[src/rtl/kyber_pkg.sv]
// Shared constants, state encoding and helpers for the Kyber encode path.
package kyber_pkg;

  localparam int COEFF_WORDS_PER_POLY = 128;

  // Legal ByteEncode widths
  localparam logic [3:0] L_1  = 4'd1;
  localparam logic [3:0] L_4  = 4'd4;
  localparam logic [3:0] L_5  = 4'd5;
  localparam logic [3:0] L_10 = 4'd10;
  localparam logic [3:0] L_11 = 4'd11;
  localparam logic [3:0] L_12 = 4'd12;

  typedef enum logic [2:0] {
    ST_IDLE   = 3'd0,
    ST_CHECK  = 3'd1,
    ST_STREAM = 3'd2,
    ST_DRAIN  = 3'd3,
    ST_DONE   = 3'd4
  } enc_state_e;

  // 256 coeffs * l bits / 64 bits per word = 4*l output words per poly
  function automatic logic [7:0] obytes_per_poly(input logic [3:0] l);
    return {2'b00, l, 2'b00};
  endfunction

  function automatic logic l_legal(input logic [3:0] l);
    logic ok;
    case (l)
      L_1, L_4, L_5, L_10, L_11, L_12: ok = 1'b1;
      default:                         ok = 1'b0;
    endcase
    return ok;
  endfunction

endpackage

[src/rtl/enc_coeff_fifo.sv]
// 2-entry prefetch FIFO; head entry is always a register so dout is glitch-free.
module enc_coeff_fifo #(
  parameter int W = 24
) (
  input  logic         i_clk,
  input  logic         i_rstn,
  input  logic         i_push,
  input  logic [W-1:0] i_din,
  input  logic         i_pop,
  output logic [W-1:0] o_dout,
  output logic         o_valid,
  output logic [1:0]   o_cnt
);

  logic [W-1:0] ent0, ent1;
  logic [1:0]   cnt;
  logic         pop_ok, push_ok;

  assign pop_ok  = i_pop && (cnt != 2'd0);
  assign push_ok = i_push && ((cnt != 2'd2) || pop_ok);

  // Shift-style storage: ent0 is the head, ent1 the second word
  always_ff @(posedge i_clk or negedge i_rstn) begin
    if (!i_rstn) begin
      ent0 <= '0;
      ent1 <= '0;
      cnt  <= 2'd0;
    end else begin
      case ({push_ok, pop_ok})
        2'b10: begin
          if (cnt == 2'd0) ent0 <= i_din;
          else             ent1 <= i_din;
          cnt <= cnt + 2'd1;
        end
        2'b01: begin
          ent0 <= ent1;
          cnt  <= cnt - 2'd1;
        end
        2'b11: begin
          if (cnt == 2'd1) ent0 <= i_din;
          else begin
            ent0 <= ent1;
            ent1 <= i_din;
          end
        end
        default: ;
      endcase
    end
  end

  assign o_dout  = ent0;
  assign o_valid = (cnt != 2'd0);
  assign o_cnt   = cnt;

endmodule

[src/rtl/encode_ctrl.sv]
// Sequences ByteEncode over 1..4 polys: RAM prefetch -> encode -> output RAM.
module encode_ctrl
  import kyber_pkg::*;
#(
  parameter int CADDR_W   = 9,
  parameter int OADDR_W   = 8,
  parameter int NPOLY_MAX = 4
) (
  input  logic               i_clk,
  input  logic               i_rstn,
  input  logic               i_start,
  input  logic [3:0]         i_l,
  input  logic [2:0]         i_npoly,
  input  logic [CADDR_W-1:0] i_cbase,
  input  logic [OADDR_W-1:0] i_obase,
  output logic               o_busy,
  output logic               o_done,
  output logic               o_err,
  output logic [CADDR_W-1:0] o_cmem_addr,
  output logic               o_cmem_ren,
  input  logic [23:0]        i_cmem_rdata,
  output logic [23:0]        o_enc_coeffs,
  output logic               o_enc_coeffs_valid,
  output logic [3:0]         o_enc_l,
  input  logic               i_enc_coeffs_ready,
  input  logic [63:0]        i_enc_obytes,
  input  logic               i_enc_obytes_valid,
  input  logic               i_enc_done,
  output logic [OADDR_W-1:0] o_omem_addr,
  output logic               o_omem_wen,
  output logic [63:0]        o_omem_wdata
);

  enc_state_e         state, nstate;
  logic [3:0]         l_q;
  logic [2:0]         npoly_q, poly_q;
  logic [CADDR_W-1:0] cbase_q;
  logic [OADDR_W-1:0] obase_q;
  logic [7:0]         rd_idx, xfer_cnt, out_idx;
  logic               inflight, err_q;
  logic               wen_q;
  logic [OADDR_W-1:0] waddr_q;
  logic [63:0]        wdata_q;

  logic [23:0]        fifo_dout;
  logic               fifo_vld;
  logic [1:0]         fifo_cnt;

  logic               cmd_bad, rd_fire, xfer, last_xfer, obv_ok, poly_last;
  logic [7:0]         words_seen;
  logic [OADDR_W-1:0] poly_off;

  assign cmd_bad   = !l_legal(l_q) || (npoly_q == 3'd0) || (32'(npoly_q) > NPOLY_MAX);
  // At most two words outstanding (buffered or in the RAM pipe) so the FIFO never overflows
  assign rd_fire   = (state == ST_STREAM) && !rd_idx[7] &&
                     (({1'b0, fifo_cnt} + {2'b00, inflight}) < 3'd2);
  assign xfer      = fifo_vld && i_enc_coeffs_ready;
  assign last_xfer = xfer && (xfer_cnt == 8'd127);
  assign obv_ok    = i_enc_obytes_valid && ((state == ST_STREAM) || (state == ST_DRAIN));
  assign words_seen = out_idx + {7'd0, obv_ok};
  assign poly_last = (poly_q == (npoly_q - 3'd1));
  assign poly_off  = OADDR_W'(poly_q) * OADDR_W'(obytes_per_poly(l_q));

  enc_coeff_fifo #(.W(24)) u_fifo (
    .i_clk  (i_clk),
    .i_rstn (i_rstn),
    .i_push (inflight),
    .i_din  (i_cmem_rdata),
    .i_pop  (xfer),
    .o_dout (fifo_dout),
    .o_valid(fifo_vld),
    .o_cnt  (fifo_cnt)
  );

  // State register
  always_ff @(posedge i_clk or negedge i_rstn) begin
    if (!i_rstn) state <= ST_IDLE;
    else         state <= nstate;
  end

  // Next-state logic
  always_comb begin
    nstate = state;
    case (state)
      ST_IDLE:   if (i_start) nstate = ST_CHECK;
      ST_CHECK:  nstate = cmd_bad ? ST_DONE : ST_STREAM;
      ST_STREAM: if (last_xfer) nstate = ST_DRAIN;
      ST_DRAIN:  if (i_enc_done) nstate = poly_last ? ST_DONE : ST_STREAM;
      ST_DONE:   nstate = ST_IDLE;
      default:   nstate = ST_IDLE;
    endcase
  end

  // FSM-decoded status outputs
  always_comb begin
    o_busy = (state == ST_CHECK) || (state == ST_STREAM) || (state == ST_DRAIN);
    o_done = (state == ST_DONE);
  end

  // Command latch, per-poly counters and sticky error
  always_ff @(posedge i_clk or negedge i_rstn) begin
    if (!i_rstn) begin
      l_q      <= '0;
      npoly_q  <= '0;
      cbase_q  <= '0;
      obase_q  <= '0;
      poly_q   <= '0;
      rd_idx   <= '0;
      xfer_cnt <= '0;
      out_idx  <= '0;
      err_q    <= 1'b0;
    end else begin
      if ((state == ST_IDLE) && i_start) begin
        l_q     <= i_l;
        npoly_q <= i_npoly;
        cbase_q <= i_cbase;
        obase_q <= i_obase;
        err_q   <= 1'b0;
      end
      if (state == ST_CHECK) begin
        poly_q   <= '0;
        rd_idx   <= '0;
        xfer_cnt <= '0;
        out_idx  <= '0;
        if (cmd_bad) err_q <= 1'b1;
      end
      if (rd_fire) rd_idx   <= rd_idx + 8'd1;
      if (xfer)    xfer_cnt <= xfer_cnt + 8'd1;
      if (obv_ok)  out_idx  <= out_idx + 8'd1;
      // Poly boundary: count check, then rewind counters for the next poly
      if ((state == ST_DRAIN) && i_enc_done) begin
        if (words_seen != obytes_per_poly(l_q)) err_q <= 1'b1;
        if (!poly_last) begin
          poly_q   <= poly_q + 3'd1;
          rd_idx   <= '0;
          xfer_cnt <= '0;
          out_idx  <= '0;
        end
      end
    end
  end

  // Tracks the one-cycle RAM read latency
  always_ff @(posedge i_clk or negedge i_rstn) begin
    if (!i_rstn) inflight <= 1'b0;
    else         inflight <= rd_fire;
  end

  // Registered output RAM write port
  always_ff @(posedge i_clk or negedge i_rstn) begin
    if (!i_rstn) begin
      wen_q   <= 1'b0;
      waddr_q <= '0;
      wdata_q <= '0;
    end else begin
      wen_q <= obv_ok;
      if (obv_ok) begin
        waddr_q <= obase_q + poly_off + OADDR_W'(out_idx);
        wdata_q <= i_enc_obytes;
      end
    end
  end

  assign o_cmem_ren         = rd_fire;
  assign o_cmem_addr        = cbase_q + CADDR_W'(poly_q) * CADDR_W'(COEFF_WORDS_PER_POLY) +
                              CADDR_W'(rd_idx);
  assign o_enc_coeffs       = fifo_dout;
  assign o_enc_coeffs_valid = fifo_vld;
  assign o_enc_l            = l_q;
  assign o_err              = err_q;
  assign o_omem_wen         = wen_q;
  assign o_omem_addr        = waddr_q;
  assign o_omem_wdata       = wdata_q;

endmodule

[config.mk]
export PLATFORM = sky130hd
export DESIGN_NAME = encode_ctrl
export DESIGN_NICKNAME = d
export VERILOG_FILES = /design/src/rtl/kyber_pkg.sv /design/src/rtl/enc_coeff_fifo.sv /design/src/rtl/encode_ctrl.sv
export SDC_FILE = /design/constraint.sdc
export NUM_CORES = 1
export LEC_CHECK = 0
export BUFFER_PORTS_ARGS = -buffer_cell sky130_fd_sc_hd__buf_2
export CORE_MARGIN = 2
export CORE_UTILIZATION = 58
export DETAILED_ROUTE_END_ITERATION = 8
export PLACE_DENSITY = 0.88
export SLEW_MARGIN = 20
export SYNTH_ARGS = -nofsm -noshare
export SYNTH_HDL_FRONTEND = slang
export SYNTH_HIERARCHICAL = 1
export SYNTH_SLANG_ARGS = --single-unit
export TNS_END_PERCENT = 1
[constraint.sdc]
create_clock -name i_clk -period 9.5 [get_ports i_clk]
set_clock_uncertainty 0.2 [all_clocks]
set_input_delay 1.425 -clock i_clk [delete_from_list [all_inputs] [get_ports i_clk]]
set_output_delay 1.425 -clock i_clk [all_outputs]
set_load 0.005 [all_outputs]
==> results of run 1 <==
synthesized netlist by cell type, types with 6 or more instances:
library cell	number
clkbuf_1	24
a31oi_1	24
nand3_1	38
xor2_1	6
nand4_1	6
a21o_1	7
mux2i_1	8
nand2_1	241
mux2_4	20
a21oi_1	19
dfrtp_1	179
mux2_2	29
buf_2	17
ha_1	39
inv_1	24
and2_1	6
xnor2_1	21
nor3_1	29
o21ai_0	39
fa_1	11
a211oi_1	6
nor2_1	37
layout by cell type, fill, tap and decap left out, types with 7 or more instances in the layout:
| master | netlist | final |
|---|---|---|
| a21o_1 | 7 | 7 |
| a21oi_1 | 19 | 19 |
| a31oi_1 | 24 | 24 |
| buf_2 | 17 | 231 |
| clkbuf_16 | 0 | 17 |
| dfrtp_1 | 179 | 179 |
| fa_1 | 11 | 11 |
| ha_1 | 39 | 39 |
| inv_1 | 24 | 23 |
| mux2_2 | 29 | 29 |
| mux2_4 | 20 | 20 |
| mux2i_1 | 8 | 8 |
| nand2_1 | 241 | 241 |
| nand3_1 | 38 | 38 |
| nor2_1 | 37 | 37 |
| nor3_1 | 29 | 29 |
| o21ai_0 | 39 | 39 |
| xnor2_1 | 21 | 21 |
critical path, stage by stage, from the launching register on:
cell,delay [ps]
dfrtp_1,420
ha_1,340
ha_1,310
a21o_1,150
a21oi_1,240
o21ai_0,160
o41ai_1,430
xnor2_1,170
buf_2,130
routing by layer:
| layer | track usage | wire (um) |
|---|---|---|
| met2 | 0.427 | 10100 |
| met1 | 0.344 | 8740 |
| met3 | 0.0659 | 1370 |
| met5 | 0 | 0 |
| met4 | 0.0782 | 259 |
flip-flops by register name (all words and copies together), names as in the netlist:
register / count
inflight: 1
state: 3
o_err: 1
rd_idx: 8
u_fifo/o_dout: 24
u_fifo/o_cnt: 2
o_omem_wdata: 64
u_fifo/ent1: 24
poly_q: 3
out_idx: 8
obase_q: 8
cbase_q: 9
npoly_q: 3
xfer_cnt: 8
o_omem_addr: 8
o_enc_l: 4
o_omem_wen: 1
logic make-up (layout without fill, tap and decap cells):
group / Yosys count / after routing / synth area share
AO/OA/AOI/OAI: 116 / 116 / 0.0791
adder cells (fa/ha/maj): 50 / 50 / 0.0794
XOR/XNOR: 28 / 28 / 0.0290
buffers and inverters: 75 / 293 / 0.0366
AND/OR/NAND/NOR: 390 / 390 / 0.193
flip-flops: 179 / 179 / 0.502
multiplexers: 58 / 58 / 0.0806
area by class of cell:
class                      instances  area, sq um
sequential                       179         4480
fill                            1088         4310
multi-input combinational        642         4120
timing repair buffer             238         1230
clock buffer                      17          425
tap                              188          235
clock inverter                    14          193
inverter                          24         90.1
metrics by stage:
stage          std cells  power (mW)  hold WS (ps)
6_report            1302        3.59           272
5_1_grt             1302        3.89           303
4_1_cts             1301        3.60           274
3_5_place_dp        1270        2.83           257
3_3_place_gp        1270        2.76           253
2_1_floorplan        896        2.37           270
power breakdown:
part / switching, mW / internal [mW]
Sequential: 0.218 / 1.02
Clock: 0.314 / 0.423
Combinational: 0.814 / 0.797
worst max-delay path by stage:
stage,to,depth (start not counted)
3_3_place_gp,o_err$_DFF_PN0_,9
5_1_grt,o_cmem_addr[8],8
6_report,o_cmem_addr[8],8
4_1_cts,o_cmem_addr[8],8
3_5_place_dp,o_err$_DFF_PN0_,9
2_1_floorplan,o_err$_DFF_PN0_,9
==> out/metrics.cfg, run 1 <==
[critical_path]
crit_required_ps=7880
r2r-end=o_omem_addr[6]$_DFFE_PN0N_
reg2regPathDepth=10
end_kind=primary output
critPathLaunch=rd_idx[2]$_DFF_PN0_
worst_setup_path_start_kind=register
r2r_slack_ps=5780
worstSetupPathType=reg2out
r2r_start=poly_q[0]$_DFF_PN0_
crit_arrival_ps=2760
crit_fanout=4

[clocking]
cts_root_buffer=clkbuf_16
cts_tree=yes
htree_levels=4
numCtsBuffers=17
clockBufferDepth=2
worstSkewPairLatency_ps=430
clkSlewWorstSetupHoldPaths_ps=70
holdBufCountCts=0
cts_sinks=179
postCtsSetupBuffers=0
ctsResizeCount=0

[placement]
dpl.hpwl_um=13400
portBuffers=232
finalWeightedCongestion=0.858
dpl_cell_area_sq_um=10100
place_ws_ps=5330

[sta]
fmax_ghz=0.228
maxSlewViolCount=0
layout_setup_ws_ps=5110
rsz0062_at_grt=false
hold_violations=0
finalSetupTns_ps=0
fin_crit_ps=4390
max_slew.worst_pin.slew_ps=1050
timing.final.crit_share=0.462
slew_headroom=0.300
finalSetupViolations=0

[floorplan]
start_util=0.591
die-area_sq_um=16400
fp.dieH_um=128
die_w_um=128
rows=45
core_sq_um=15100
num_io_pins=233

[synth]
synth_seq_cells=179
synth_area_sq_um=8920
synthCells=896
ys_warn_count=6
synth-seq-area-share=0.502
synthesis.nets=1064
synth_enable_flop_cells=0
ys_async_sr_fraction=1.00
synth_ff_type=dfrtp_1
synth_top_area_cell=dfrtp_1
synth.avg_cell_area_sq_um=9.95
synthTopCellsByArea=dfrtp_1 (50%), nand2_1 (10%), ha_1 (5.5%)
synthDistinctLibCells=58
synth_top_area_frac=0.502

[hold_path]
hp-start=o_omem_wdata[49]$_DFFE_PN0N_
holdPathStages=2
hold-path-endpoint=o_omem_wdata[49]$_DFFE_PN0N_
hp-class=reg2reg

[routing]
routed_wl_um=20500
drtPass1Iterations=5
drtIter0Drc=582
drc=0
viasPerCell=5.55
wire_per_inst_um=15.8
vias=7222
antenna_left=0

[grt]
grt-ovfl-total=0
antenna_found_initial=0
grt_pass1_vias=7135
track_usage=0.260
grt_pass1_wl_um=34100
grt_max_degree=106

[run]
max_cap_violations=0

[power_and_ir_drop]
p_per_area_nw_per_um2=333
p_leak_nw=5.51
ir_drop_mv=0.176

[finish]
fin_util=0.714
nets=1270
syn_to_final_growth_pct=20.9
fin_area_sq_um=10800
drive_gt1_frac=0.296
diodes=0

[run_status]
status=complete, no violations

No activity file was read; power rests on OpenSTA's default activity.
==> inputs of run 2 (changes only) <==
--- a/config.mk
+++ b/config.mk
@@ -5,11 +5,12 @@
 export SDC_FILE = /design/constraint.sdc
 export NUM_CORES = 1
 export LEC_CHECK = 0
+export ABC_AREA = 1
 export BUFFER_PORTS_ARGS = -buffer_cell sky130_fd_sc_hd__buf_2
 export CORE_MARGIN = 2
-export CORE_UTILIZATION = 58
+export CORE_UTILIZATION = 54
 export DETAILED_ROUTE_END_ITERATION = 8
-export PLACE_DENSITY = 0.88
+export PLACE_DENSITY = 0.82
 export SLEW_MARGIN = 20
 export SYNTH_ARGS = -nofsm -noshare
 export SYNTH_HDL_FRONTEND = slang
==> constraint.sdc (replaced) <==
create_clock -name i_clk -period 4.5 [get_ports i_clk]
set_clock_uncertainty 0.2 [all_clocks]
set_input_delay 0.675 -clock i_clk [delete_from_list [all_inputs] [get_ports i_clk]]
set_output_delay 0.675 -clock i_clk [all_outputs]
set_load 0.005 [all_outputs]
==> out/metrics.cfg, run 2 <==
[run_status]
status=complete, no violations

[synth]
synthesis.nets=1263
synth_area_sq_um=9230
synth_top_area_frac=0.485
synth_enable_flop_cells=0
synth_ff_type=dfrtp_1
synthCells=1095
synthTopCellsByArea=dfrtp_1 (49%), nand2_1 (18%), ha_1 (5.3%)
synth.most_common_cell=nand2_1
ys_warn_count=6
ys_async_sr_fraction=1.00
synth_seq_cells=179
synth_top_area_cell=dfrtp_1
synthDistinctLibCells=44
synth-seq-area-share=0.485
synthTopCellsByCount=nand2_1 (434), dfrtp_1 (179), inv_1 (91)
synth.avg_cell_area_sq_um=8.43

[finish]
syn_to_final_growth_pct=20.6
final_cell_mix=nand2_1 (434), buf_2 (231), dfrtp_1 (179)
nets=1476
diodes=0
num-fill-cells=1347
multi_input_area_sq_um=4130
final_common_cell=nand2_1
largest_reg_flops=64
fin_cells=1541
drive_gt1_frac=0.236
final-seq-area_sq_um=4480

[sta]
max_slew.worst_pin.slew_ps=823
hold_violations=0
finalSetupTns_ps=0
fmax_ghz=0.265
slew_headroom=0.452
rsz0062_at_grt=false
fin_crit_ps=3770
maxSlewViolCount=0
finalSetupViolations=0
timing.final.crit_share=0.838
layout_setup_ws_ps=727

[floorplan]
fp.dieH_um=135
die_w_um=135
start_util=0.555
rows=47
num_io_pins=233
core_sq_um=16600
die-area_sq_um=18200

[routing]
drc=0
vias=7834
drtPass1Iterations=5
met3_length_um=1180
viasPerCell=5.08
drtIter0Drc=460
routed_wl_um=21500
top_layer=met4
wl_met1_um=9390
wl_met2_um=10500
wire_per_inst_um=13.9
antenna_left=0

[critical_path]
reg2regPathDepth=14
end_kind=register
crit_fanout=9
crit_path_cell_trace=nand2_1 -> fa_1 -> inv_1 -> ha_1 -> fa_1 -> xor2_1 -> fa_1 -> ha_1 -> nand2_1 -> or2_2 -> nand3_1 -> nand3_1 -> nand3_1 -> nand2_1
cpMaxStageDelayCell=dfrtp_1
slowest_delay_ps=540
worst_setup_path_start_kind=register
worstSetupPathType=reg2reg
crit_arrival_ps=3890
crit_required_ps=4620

[clocking]
cts_sinks=179
clockBufferDepth=2
htree_levels=4
worstSkewPairLatency_ps=430
numCtsBuffers=17
holdBufCountCts=1
ctsResizeCount=0
cts_root_buffer=clkbuf_16
cts_tree=yes
postCtsSetupBuffers=0
clkSlewWorstSetupHoldPaths_ps=70

[grt]
grt_pass1_wl_um=35800
track_usage=0.244
grt_max_degree=82
antenna_found_initial=0
grt_pass1_vias=7508
grt-ovfl-total=0

[run]
max_cap_violations=0

[placement]
portBuffers=232
finalWeightedCongestion=0.826
dpl.hpwl_um=15100
dpl.cell_count=1508
place_ws_ps=725

[hold_path]
hp-class=in2reg
holdPathStages=3

[power_and_ir_drop]
ir_drop_mv=0.422
p_leak_nw=6.26
p_per_area_nw_per_um2=715

## run 2: worst paths after layout
| kind | start | to | slack, ps |
|---|---|---|---|
| hold / removal | i_enc_obytes[12] | o_omem_wdata[12]$_DFFE_PN0N_ | 230 |
| setup / recovery | poly_q[0]$_DFF_PN0_ | o_omem_addr[7]$_DFFE_PN0N_ | 730 |
| hold reg to reg | u_fifo/ent1[1]$_DFFE_PN0P_ | u_fifo/ent1[1]$_DFFE_PN0P_ | 260 |
| min in group asynchronous | i_rstn | u_fifo/o_dout[2]$_DFFE_PN0P_ | 530 |
| setup reg to reg | poly_q[0]$_DFF_PN0_ | o_omem_addr[7]$_DFFE_PN0N_ | 730 |
| max in group asynchronous | i_rstn | o_omem_wdata[30]$_DFFE_PN0N_ | 2500 |
## run 2: routing by layer
layer  GRT usage  vias up
met5           0        -
met4      0.0784        0
met3      0.0458       30
met2       0.398      211
met1       0.332     3700
li1            -     3893
## run 2: cells by family after synthesis
group,count (synthesis),synth area share
buffers and inverters,140,0.0670
AO/OA/AOI/OAI,73,0.0443
adder cells (fa/ha/maj),50,0.0767
multiplexers,16,0.0195
AND/OR/NAND/NOR,619,0.290
flip-flops,179,0.485
XOR/XNOR,18,0.0171
## run 2: final cells by class
| type | count | area share |
|---|---|---|
| Multi-Input combinational cell | 776 | 0.371 |
| Sequential cell | 179 | 0.403 |
| Timing Repair Buffer | 238 | 0.110 |
| Clock inverter | 15 | 0.0205 |
| Clock buffer | 17 | 0.0382 |
| Tap cell | 220 | 0.0247 |
| Inverter | 96 | 0.0324 |
## run 2: power by group
group / switching (mW) / total (mW) / internal (mW)
Clock: 0.653 / 1.65 / 0.994
Combinational: 2.06 / 3.51 / 1.45
Sequential: 0.461 / 2.80 / 2.34
Total: 3.17 / 7.95 / 4.78
## run 2: critical path: cells and delay by family (launching register included)
kind | cells | cell delay, ps
and+or+nand+nor | 7 | 790
DFF | 1 | 540
xor gates and xnor gates | 1 | 180
buffers and inverters | 1 | 50
adders and majority gates | 5 | 1910
## run 2: per-stage QoR
stage / hold WS, ps / instance area, sq um / utilization / power, mW
6_report: 231 / 11100 / 0.669 / 7.95
5_1_grt: 221 / 11100 / 0.669 / 8.65
4_1_cts: 212 / 11100 / 0.669 / 8.01
3_5_place_dp: 250 / 10500 / 0.629 / 6.32
3_3_place_gp: 244 / 10500 / 0.629 / 6.20
2_1_floorplan: 179 / 9230 / - / 5.20
